### src/rtl/md_pkg.sv
// md_pkg: op codes shared with the MDU, scheduler state encodings and op helpers.
package md_pkg;
   localparam int OP_W = 4;
   localparam logic [OP_W-1:0] OP_NONE  = 4'd0;
   localparam logic [OP_W-1:0] OP_MULT  = 4'd1;
   localparam logic [OP_W-1:0] OP_MULTU = 4'd2;
   localparam logic [OP_W-1:0] OP_DIV   = 4'd3;
   localparam logic [OP_W-1:0] OP_DIVU  = 4'd4;
   localparam logic [OP_W-1:0] OP_MFHI  = 4'd5;
   localparam logic [OP_W-1:0] OP_MFLO  = 4'd6;
   localparam logic [OP_W-1:0] OP_MTHI  = 4'd7;
   localparam logic [OP_W-1:0] OP_MTLO  = 4'd8;
   localparam logic [1:0] ST_IDLE  = 2'd0;
   localparam logic [1:0] ST_GUARD = 2'd1;
   localparam logic [1:0] ST_WAIT  = 2'd2;
   function automatic logic is_long_op(input logic [OP_W-1:0] op);
      return op >= OP_MULT && op <= OP_DIVU;
   endfunction
endpackage

### src/rtl/md_scheduler_if.sv
// md_scheduler_if: two requester ports plus the MDU control/result bus.
interface md_scheduler_if #(parameter int OP_W = md_pkg::OP_W);
   logic            flush;
   logic            r0_valid, r0_ready, r0_rsp_valid;
   logic [OP_W-1:0] r0_op;
   logic [31:0]     r0_rs, r0_rt, r0_rsp_data;
   logic            r1_valid, r1_ready, r1_rsp_valid;
   logic [OP_W-1:0] r1_op;
   logic [31:0]     r1_rs, r1_rt, r1_rsp_data;
   logic            mdu_start, mdu_req, mdu_busy;
   logic [OP_W-1:0] mdu_type;
   logic [31:0]     mdu_rs, mdu_rt, mdu_out;
   modport slave (
      input  flush, r0_valid, r0_op, r0_rs, r0_rt, r1_valid, r1_op, r1_rs, r1_rt, mdu_busy, mdu_out,
      output r0_ready, r0_rsp_valid, r0_rsp_data, r1_ready, r1_rsp_valid, r1_rsp_data,
             mdu_start, mdu_req, mdu_type, mdu_rs, mdu_rt
   );
   modport master (
      output flush, r0_valid, r0_op, r0_rs, r0_rt, r1_valid, r1_op, r1_rs, r1_rt, mdu_busy, mdu_out,
      input  r0_ready, r0_rsp_valid, r0_rsp_data, r1_ready, r1_rsp_valid, r1_rsp_data,
             mdu_start, mdu_req, mdu_type, mdu_rs, mdu_rt
   );
endinterface

### src/rtl/md_rr_arbiter.sv
// md_rr_arbiter: two-way grant; alternates on contention unless FIXED_PRIO favours r0.
module md_rr_arbiter #(
   parameter bit FIXED_PRIO = 1'b0
) (
   input  logic       clk,
   input  logic       reset,
   input  logic [1:0] req,
   input  logic       accept,
   output logic       grant
);
   logic last_grant;
   always_comb grant = &req ? (FIXED_PRIO ? 1'b0 : !last_grant) : req[1];
   always_ff @(posedge clk) last_grant <= reset ? 1'b1 : accept ? grant : last_grant;
endmodule

### src/rtl/md_scheduler.sv
// md_scheduler: shares one multiply/divide unit between two requesters.
// Defining MD_SCHED_PERF_EN adds issue/stall performance counters.
module md_scheduler #(
   parameter int OP_W       = md_pkg::OP_W,
   parameter bit FIXED_PRIO = 1'b0
) (
   input logic           clk,
   input logic           reset,
   md_scheduler_if.slave bus
`ifdef MD_SCHED_PERF_EN
   ,
   output logic [31:0]   perf_issue_cnt,
   output logic [31:0]   perf_stall_cnt
`endif
);
   import md_pkg::*;
   logic [1:0]      state, rsp_valid;
   logic            grant, idle_ok, accept, owner;
   logic [OP_W-1:0] sel_op;
   logic [31:0]     sel_rs, sel_rt, rsp_data;
   md_rr_arbiter #(.FIXED_PRIO(FIXED_PRIO)) u_arb (
      .clk(clk),
      .reset(reset),
      .req({bus.r1_valid, bus.r0_valid}),
      .accept(accept),
      .grant(grant)
   );
   always_comb begin
      idle_ok = state == ST_IDLE && !bus.mdu_busy && !bus.flush;
      accept = idle_ok && (grant ? bus.r1_valid : bus.r0_valid);
      sel_op = grant ? bus.r1_op : bus.r0_op;
      sel_rs = grant ? bus.r1_rs : bus.r0_rs;
      sel_rt = grant ? bus.r1_rt : bus.r0_rt;
      bus.r0_ready = idle_ok && !grant;
      bus.r1_ready = idle_ok && grant;
      bus.mdu_start = accept && (is_long_op(sel_op) || sel_op == OP_MTHI || sel_op == OP_MTLO);
      bus.mdu_req = bus.flush;
      bus.mdu_type = accept ? sel_op : '0;
      bus.mdu_rs = accept ? sel_rs : '0;
      bus.mdu_rt = accept ? sel_rt : '0;
      bus.r0_rsp_valid = rsp_valid[0];
      bus.r1_rsp_valid = rsp_valid[1];
      bus.r0_rsp_data = rsp_valid[0] ? rsp_data : '0;
      bus.r1_rsp_data = rsp_valid[1] ? rsp_data : '0;
   end
   // GUARD absorbs the cycle before the MDU raises busy; WAIT then tracks busy.
   always_ff @(posedge clk) begin
      if (reset) begin
         state <= ST_IDLE;
         owner <= 1'b0;
         rsp_valid <= '0;
         rsp_data <= '0;
      end else begin
         rsp_valid <= '0;
         rsp_data <= '0;
         if (state == ST_GUARD) state <= ST_WAIT;
         if (state == ST_WAIT && !bus.mdu_busy) begin
            state <= ST_IDLE;
            rsp_valid[owner] <= 1'b1;
         end
         if (accept) begin
            owner <= grant;
            if (is_long_op(sel_op)) state <= ST_GUARD;
            else begin
               rsp_valid[grant] <= 1'b1;
               rsp_data <= (sel_op == OP_MFHI || sel_op == OP_MFLO) ? bus.mdu_out : '0;
            end
         end
      end
   end
`ifdef MD_SCHED_PERF_EN
   always_ff @(posedge clk) begin
      if (reset) begin
         perf_issue_cnt <= '0;
         perf_stall_cnt <= '0;
      end else begin
         perf_issue_cnt <= perf_issue_cnt + {31'd0, accept};
         perf_stall_cnt <= perf_stall_cnt + {31'd0, (bus.r0_valid || bus.r1_valid) && !accept};
      end
   end
`endif
endmodule
### src/flat_wrapper.sv
// flat-port wrapper written by rule: the top's interface ports become plain ports
module md_scheduler_flat import md_pkg::*;
#(
   parameter int OP_W       = md_pkg::OP_W,
   parameter bit FIXED_PRIO = 1'b0
)
  (clk, reset, bus_flush, bus_r0_valid, bus_r0_op, bus_r0_rs, bus_r0_rt, bus_r1_valid, bus_r1_op, bus_r1_rs, bus_r1_rt, bus_mdu_busy, bus_mdu_out, bus_r0_ready, bus_r0_rsp_valid, bus_r0_rsp_data, bus_r1_ready, bus_r1_rsp_valid, bus_r1_rsp_data, bus_mdu_start, bus_mdu_req, bus_mdu_type, bus_mdu_rs, bus_mdu_rt);
  md_scheduler_if #(.OP_W(OP_W)) bus_i ();
  input logic clk;
  input logic reset;
  input wire logic [$bits(bus_i.flush)-1:0] bus_flush;
  input wire logic [$bits(bus_i.r0_valid)-1:0] bus_r0_valid;
  input wire logic [$bits(bus_i.r0_op)-1:0] bus_r0_op;
  input wire logic [$bits(bus_i.r0_rs)-1:0] bus_r0_rs;
  input wire logic [$bits(bus_i.r0_rt)-1:0] bus_r0_rt;
  input wire logic [$bits(bus_i.r1_valid)-1:0] bus_r1_valid;
  input wire logic [$bits(bus_i.r1_op)-1:0] bus_r1_op;
  input wire logic [$bits(bus_i.r1_rs)-1:0] bus_r1_rs;
  input wire logic [$bits(bus_i.r1_rt)-1:0] bus_r1_rt;
  input wire logic [$bits(bus_i.mdu_busy)-1:0] bus_mdu_busy;
  input wire logic [$bits(bus_i.mdu_out)-1:0] bus_mdu_out;
  output wire logic [$bits(bus_i.r0_ready)-1:0] bus_r0_ready;
  output wire logic [$bits(bus_i.r0_rsp_valid)-1:0] bus_r0_rsp_valid;
  output wire logic [$bits(bus_i.r0_rsp_data)-1:0] bus_r0_rsp_data;
  output wire logic [$bits(bus_i.r1_ready)-1:0] bus_r1_ready;
  output wire logic [$bits(bus_i.r1_rsp_valid)-1:0] bus_r1_rsp_valid;
  output wire logic [$bits(bus_i.r1_rsp_data)-1:0] bus_r1_rsp_data;
  output wire logic [$bits(bus_i.mdu_start)-1:0] bus_mdu_start;
  output wire logic [$bits(bus_i.mdu_req)-1:0] bus_mdu_req;
  output wire logic [$bits(bus_i.mdu_type)-1:0] bus_mdu_type;
  output wire logic [$bits(bus_i.mdu_rs)-1:0] bus_mdu_rs;
  output wire logic [$bits(bus_i.mdu_rt)-1:0] bus_mdu_rt;
  assign bus_i.flush = bus_flush;
  assign bus_i.r0_valid = bus_r0_valid;
  assign bus_i.r0_op = bus_r0_op;
  assign bus_i.r0_rs = bus_r0_rs;
  assign bus_i.r0_rt = bus_r0_rt;
  assign bus_i.r1_valid = bus_r1_valid;
  assign bus_i.r1_op = bus_r1_op;
  assign bus_i.r1_rs = bus_r1_rs;
  assign bus_i.r1_rt = bus_r1_rt;
  assign bus_i.mdu_busy = bus_mdu_busy;
  assign bus_i.mdu_out = bus_mdu_out;
  assign bus_r0_ready = bus_i.r0_ready;
  assign bus_r0_rsp_valid = bus_i.r0_rsp_valid;
  assign bus_r0_rsp_data = bus_i.r0_rsp_data;
  assign bus_r1_ready = bus_i.r1_ready;
  assign bus_r1_rsp_valid = bus_i.r1_rsp_valid;
  assign bus_r1_rsp_data = bus_i.r1_rsp_data;
  assign bus_mdu_start = bus_i.mdu_start;
  assign bus_mdu_req = bus_i.mdu_req;
  assign bus_mdu_type = bus_i.mdu_type;
  assign bus_mdu_rs = bus_i.mdu_rs;
  assign bus_mdu_rt = bus_i.mdu_rt;
  md_scheduler #(.OP_W(OP_W), .FIXED_PRIO(FIXED_PRIO)) u_core (.clk(clk), .reset(reset), .bus(bus_i));
endmodule
### config.mk
export PLATFORM = sky130hd
export DESIGN_NAME = md_scheduler_flat
export DESIGN_NICKNAME = d
export VERILOG_FILES = /design/src/rtl/md_pkg.sv /design/src/rtl/md_scheduler_if.sv /design/src/rtl/md_rr_arbiter.sv /design/src/rtl/md_scheduler.sv /design/src/flat_wrapper.sv
export SDC_FILE = /design/constraint.sdc
export NUM_CORES = 1
export LEC_CHECK = 0
export ABC_AREA = 1
export BUFFER_PORTS_ARGS = -buffer_cell sky130_fd_sc_hd__buf_2
export CORE_AREA = 2 2 120 122
export DETAILED_ROUTE_END_ITERATION = 7
export DIE_AREA = 0 0 122 124
export PLACE_DENSITY = 0.51
export SLEW_MARGIN = 20
export SYNTH_ARGS = -nofsm -noshare
export SYNTH_HDL_FRONTEND = slang
export SYNTH_SLANG_ARGS = --single-unit
### constraint.sdc
create_clock -name clk -period 1.61 [get_ports clk]
set_clock_uncertainty 0.15 [all_clocks]
set_input_delay 0.161 -clock clk [delete_from_list [all_inputs] [get_ports clk]]
set_output_delay 0.161 -clock clk [all_outputs]
set_load 0.05 [all_outputs]
After elaboration in Yosys (flattened, before gate mapping)
Cells that the tools add are included.

word-level totals
  input port bits = 174
  output and inout port bits = 138
  word-level logic and storage cells = 62
  bits in registers = 38

cells by class
  reduce and logical (&&, ||, !) cells = 20
  bitwise logic cells = 3
  equality and inequality tests = 6
  order comparisons = 6
  multiplexer cells = 22

operators with widths
  operator              count
  $mux W32              6
  $mux W2               8
  $eq A4 B3 Y1 const B  3
  $logic_and A1 B1 Y1   10
  $mux W4               2
  $eq A4 B4 Y1 const B  1
  $ge A4 B1 Y1 const B  1
  $le A4 B3 Y1 const B  1
  $logic_not A1 Y1      4
  $lt A1 B2 Y1 const B  2
  $mux W1               4
  $reduce_or A4 Y1      1
  $logic_or A1 B1 Y1    3
  $demux W1 S1          2
  $eq A2 B1 Y1 const B  1
  $eq A2 B2 Y1 const B  1
  $ge A1 B1 Y1 const B  2
  $logic_not A2 Y1      1
  $not A1 Y1            2
  $or A2 B2 Y2          1
  $reduce_and A2 Y1     1

Depth between registers and ports, before layout
  word-level depth = 9
  depth in mapped cells = 10
  mapped depth without buffers = 9

Modules after synthesis
From an unflattened synthesis, not the netlist that was laid out.

second synthesis, totals
  cell total of the unflattened synthesis = 525
  area total of the unflattened synthesis = 3052.9 µm²

by module, submodules not included
  module         seq. area each (µm²)  instances  area an instance (µm²)  cells each
  md_scheduler   740.7                 1          3005.4                  518
  md_rr_arbiter  20.0                  1          47.5                    7

Least setup slack after synthesis
No wires, ideal clock.

  path kind = flip-flop to output port
  start point = reg u_core.u_arb.last_grant
  end point = out bus_mdu_start
  stages on the path, launching flop included = 9
  slack = -491 ps
  arrival time = 1790 ps
  required time = 1299 ps
  path buffers = 0
  path through = dfxtp_1 -> nand2_1 -> nand2_2 -> nand2_1 -> nand2_1 -> nand2_1 -> nand2_1 -> nand3_1 -> a21oi_1

between the ends
  cells in the longest elaborated chain, start to end = 8

RTL lines
  what                                                 RTL line             text
  start, declared                                      md_rr_arbiter.sv:11  logic last_grant;
  start signal, assigned                               md_rr_arbiter.sv:13  always_ff @(posedge clk) last_grant <= reset ? 1'b1 : accept ? grant : last_grant;
  $logic_not A1 Y1 (*)                                 md_rr_arbiter.sv:12  always_comb grant = &req ? (FIXED_PRIO ? 1'b0 : !last_grant) : req[1];
  $mux W1 (*)                                          md_rr_arbiter.sv:12
  $mux W4                                              md_scheduler.sv:31   sel_op = grant ? bus.r1_op : bus.r0_op;
  $ge A4 B1 Y1 / $le A4 B3 Y1 (equally long branches)  md_pkg.sv:17         return op >= OP_MULT && op <= OP_DIVU;
  $logic_and A1 B1 Y1                                  md_pkg.sv:17
  $logic_or A1 B1 Y1 (2 in a row)                      md_scheduler.sv:36   bus.mdu_start = accept && (is_long_op(sel_op) || sel_op == OP_MTHI || sel_op == OP_MTLO);
  $logic_and A1 B1 Y1 (*)                              md_scheduler.sv:36
  end, declared                                        flat_wrapper.sv:28   output wire logic [$bits(bus_i.mdu_start)-1:0] bus_mdu_start;

Every way passes the cells marked *; elsewhere a longest branch is shown, timed or not.

Final worst setup path
  start point = reg u_core.u_arb.last_grant
  end point = out bus_mdu_rs[13]

between the ends
  cells in the longest elaborated chain, start to end = 5

RTL lines
  what                  RTL line             text
  $logic_not A1 Y1 (*)  md_rr_arbiter.sv:12
  $mux W1 (*)           md_rr_arbiter.sv:12
  $mux W1               md_scheduler.sv:30   accept = idle_ok && (grant ? bus.r1_valid : bus.r0_valid);
  $logic_and A1 B1 Y1   md_scheduler.sv:30
  $mux W32 (*)          md_scheduler.sv:39   bus.mdu_rs = accept ? sel_rs : '0;
  end, declared         flat_wrapper.sv:31   output wire logic [$bits(bus_i.mdu_rs)-1:0] bus_mdu_rs;

Marked as above.

==> results.ini <==
[worst_setup_path]
slowest_delay_ns=0.33
critPathArrivalTime_ns=1.69
r2r-end=u_core.rsp_data[10]$_SDFF_PP0_
worstPathCellList=nand2_4 -> nand2_8 -> buf_6 -> nor2_4 -> buf_12 -> buf_16 -> a22o_2 -> buf_6
r2r_start=u_core.u_arb.last_grant$_SDFFE_PP1P_
crit_fanout=10
path_class=flip-flop to output port
reg2reg_depth=13
required_ns=1.30
start_kind=flip-flop
cp_num_buf_inv=4
end_kind=output port
cpMaxStageDelayCell=dfxtp_2
path_common_cell=buf_6
reg2reg_slack_ns=-0.34
critPathTopFamily=buffers and inverters

[finish]
fillCellCount=1230
final_area_mm2=0.007183
register_area_um2=767.0
final_layout_size_suffix_gt1_share_pct=67.01
stdcell_count=964
multiInputGateArea_mm2=0.002086
synthToLayoutAreaGrowth_pct=188.5
nets=953
final_core_util_pct=52.36

[cts]
clockRootBuffer=clkbuf_16
clk_pin_slew_ns=0.06
h-tree-depth=2
insertion_delay_ns=0.28
tritoncts=built
ctsLongestPathBuffers=2
cts.sinks=38
numCtsBuffers=5

[detailed_routing]
vias=4030
met2_length_um=8356
detail_route.vias_per_cell=4.180
drc=0
wl_met1_um=5108
drt_iter0_drc=136
dr.max_layer_used=met5
wire_per_inst_um=16.00
dr.pass1.iters=4
dr_wl_met3_um=1481
routed_wl_um=15430
final_antenna_net_count=0

[power]
power.total_mw=3.580
p_leak_nw=4.259
irDropWorstVdd_v=0.0003366
p_per_area_mw_per_mm2=498.4

[sta]
slew_headroom_pct=77.86
hold_ws_ns=0.1429
finalSetupViolCount=104
setup_tns_ns=-33.88
rsz0062_at_grt=yes
post-route-min-period_ns=1.999
drv_slew=0
tightest_slew_ns=0.3313
worst_slack_ns=-0.3889
fmax_mhz=500.3
timing.final.crit_share_pct=124.2
hold_viol_final=0

[floorplanning]
die_h_um=124
die-area_mm2=0.01513
core_area_mm2=0.01372
start_util_pct=18.15
io_pins=312
num_rows=43
dieWidth_um=122

[logic_synthesis]
yosysTopAreaCellShare_pct=30.55
ys_seq_elements=38
synth_area_per_cell_um2=6.484
syn_area_mm2=0.002490
ys_seq_area_share_pct=30.55
syn_nets=558
synthTopCellsByArea=dfxtp_1 (31%), a22o_1 (23%), inv_1 (16%), nand2_1 (13%), nor2_1 (6.6%)
synth_cells=384
yosysTopAreaCell=dfxtp_1
yosysWarnings=0
synth_cell_types=19

[min_path]
min_from=bus_mdu_busy
hold_path_end=u_core.state[1]$_SDFF_PP0_
whs_path_depth=4
min_path_type=input port to flip-flop

[placement]
placed_cell_area_mm2=0.005155
dp_slack_ns=-0.2576
dp_cells=887
portBuffers=311
gp_routability_congestion=0.7992
dp_hpwl_um=10730

[global_routing]
track_usage_pct=18.09
grt_max_degree=34
grt_first_pass_wirelength_um=20760
grt_pass1_vias=3960
antenna_found_initial=7
grt-ovfl-total=0

[flow_run]
maxCapViolations=0

[run_status]
violations=setup timing
status=finished with violations

-- Yosys cell counts (all sizes together) --
library cell and instances:
nand2 84, nor2 48, nand3 5, nand4 3, dfxtp 38, o21ai 1
nand3b 1, clkbuf 9, nor3 1, buf 15, inv 108, a22o 64
a21oi 6, nor3b 1
-- worst register-to-register path, cell delays in order, from the launching register on --
cell and delay (ns):
dfxtp_2 0.35, nand2_4 0.08, buf_6 0.14, nand3b_1 0.09, nand2_2 0.09, inv_2 0.10
nand2_2 0.08, buf_6 0.12, buf_6 0.10, nor2_4 0.08, nand4_4 0.10, buf_6 0.16
clkbuf_16 0.16, nor2_1 0.07
-- cell families (layout without fill, tap and decap cells) --
logic type,Yosys count,after routing,synth area share (%)
AND/OR/NAND/NOR,143,143,23.77
buffers and inverters,132,527,21.61
AO/OA/AOI/OAI,71,71,24.07
flip-flops,38,38,30.55
other,0,5,0
-- repair_timing --
action	CTS	global route
setup buffers	17	10
gates resized for setup	233	83
setup endpoints to repair	107	108
hold endpoints to repair	37	0
pin swaps	19	33
cloned	7	6
hold buffers	33	0
-- layer usage --
metal	global-route usage [%]	up-vias
met5	0	-
met3	6.731	32
li1	-	1979
met4	7.687	4
met1	18.37	1810
met2	33.28	205
-- flip-flops by register name, indices dropped and copies added, names as in the netlist --
register and flops:
u_core.owner 1, u_core.u_arb.last_grant 1, u_core.rsp_data 32, u_core.state 2, u_core.rsp_valid 2
-- how the worst max path moves through the flow --
stage                                               startpoint         endpoint  slack, ns  cells after the start
after CTS                           u_core.state[1]$_SDFF_PP0_    bus_mdu_rs[4]      -0.45                      7
after global routing                u_core.state[1]$_SDFF_PP0_   bus_mdu_rt[26]      -0.47                      7
after detailed placement            u_core.state[1]$_SDFF_PP0_    bus_mdu_rt[0]      -0.26                      7
after floorplan                     u_core.state[0]$_SDFF_PP0_  bus_mdu_type[0]      -0.11                      5
after global placement              u_core.state[1]$_SDFF_PP0_   bus_mdu_rs[31]      -0.23                      7
final                     u_core.u_arb.last_grant$_SDFFE_PP1P_   bus_mdu_rs[13]      -0.39                      8
-- layout make-up --
cell class / count / area share [%]
tap: 180 / 3.135
clock inverter: 2 / 0.1393
multi-input combinational: 214 / 29.04
clock buffer: 5 / 1.742
sequential: 38 / 10.68
timing repair buffer: 412 / 49.38
inverter: 108 / 5.713
antenna: 5 / 0.1742
-- cells in the final DEF (no fill, tap or decap), drive strengths merged --
master       count
inv            108
dlygate4sd3     33
nand2           84
nand3            5
nor3b            1
dfxtp           38
clkinv           2
nor2            48
clkbuf          10
a22o            64
nor3             1
diode            5
a21oi            6
o21ai            1
buf            374
nand4            3
nand3b           1
-- power breakdown --
part           leakage [nW]  internal, mW  switching, mW
sequential            0.308         0.953        0.00769
combinational          3.88         0.848          0.846
clock                0.0695         0.559          0.367
No activity file was read; power rests on OpenSTA's default activity.
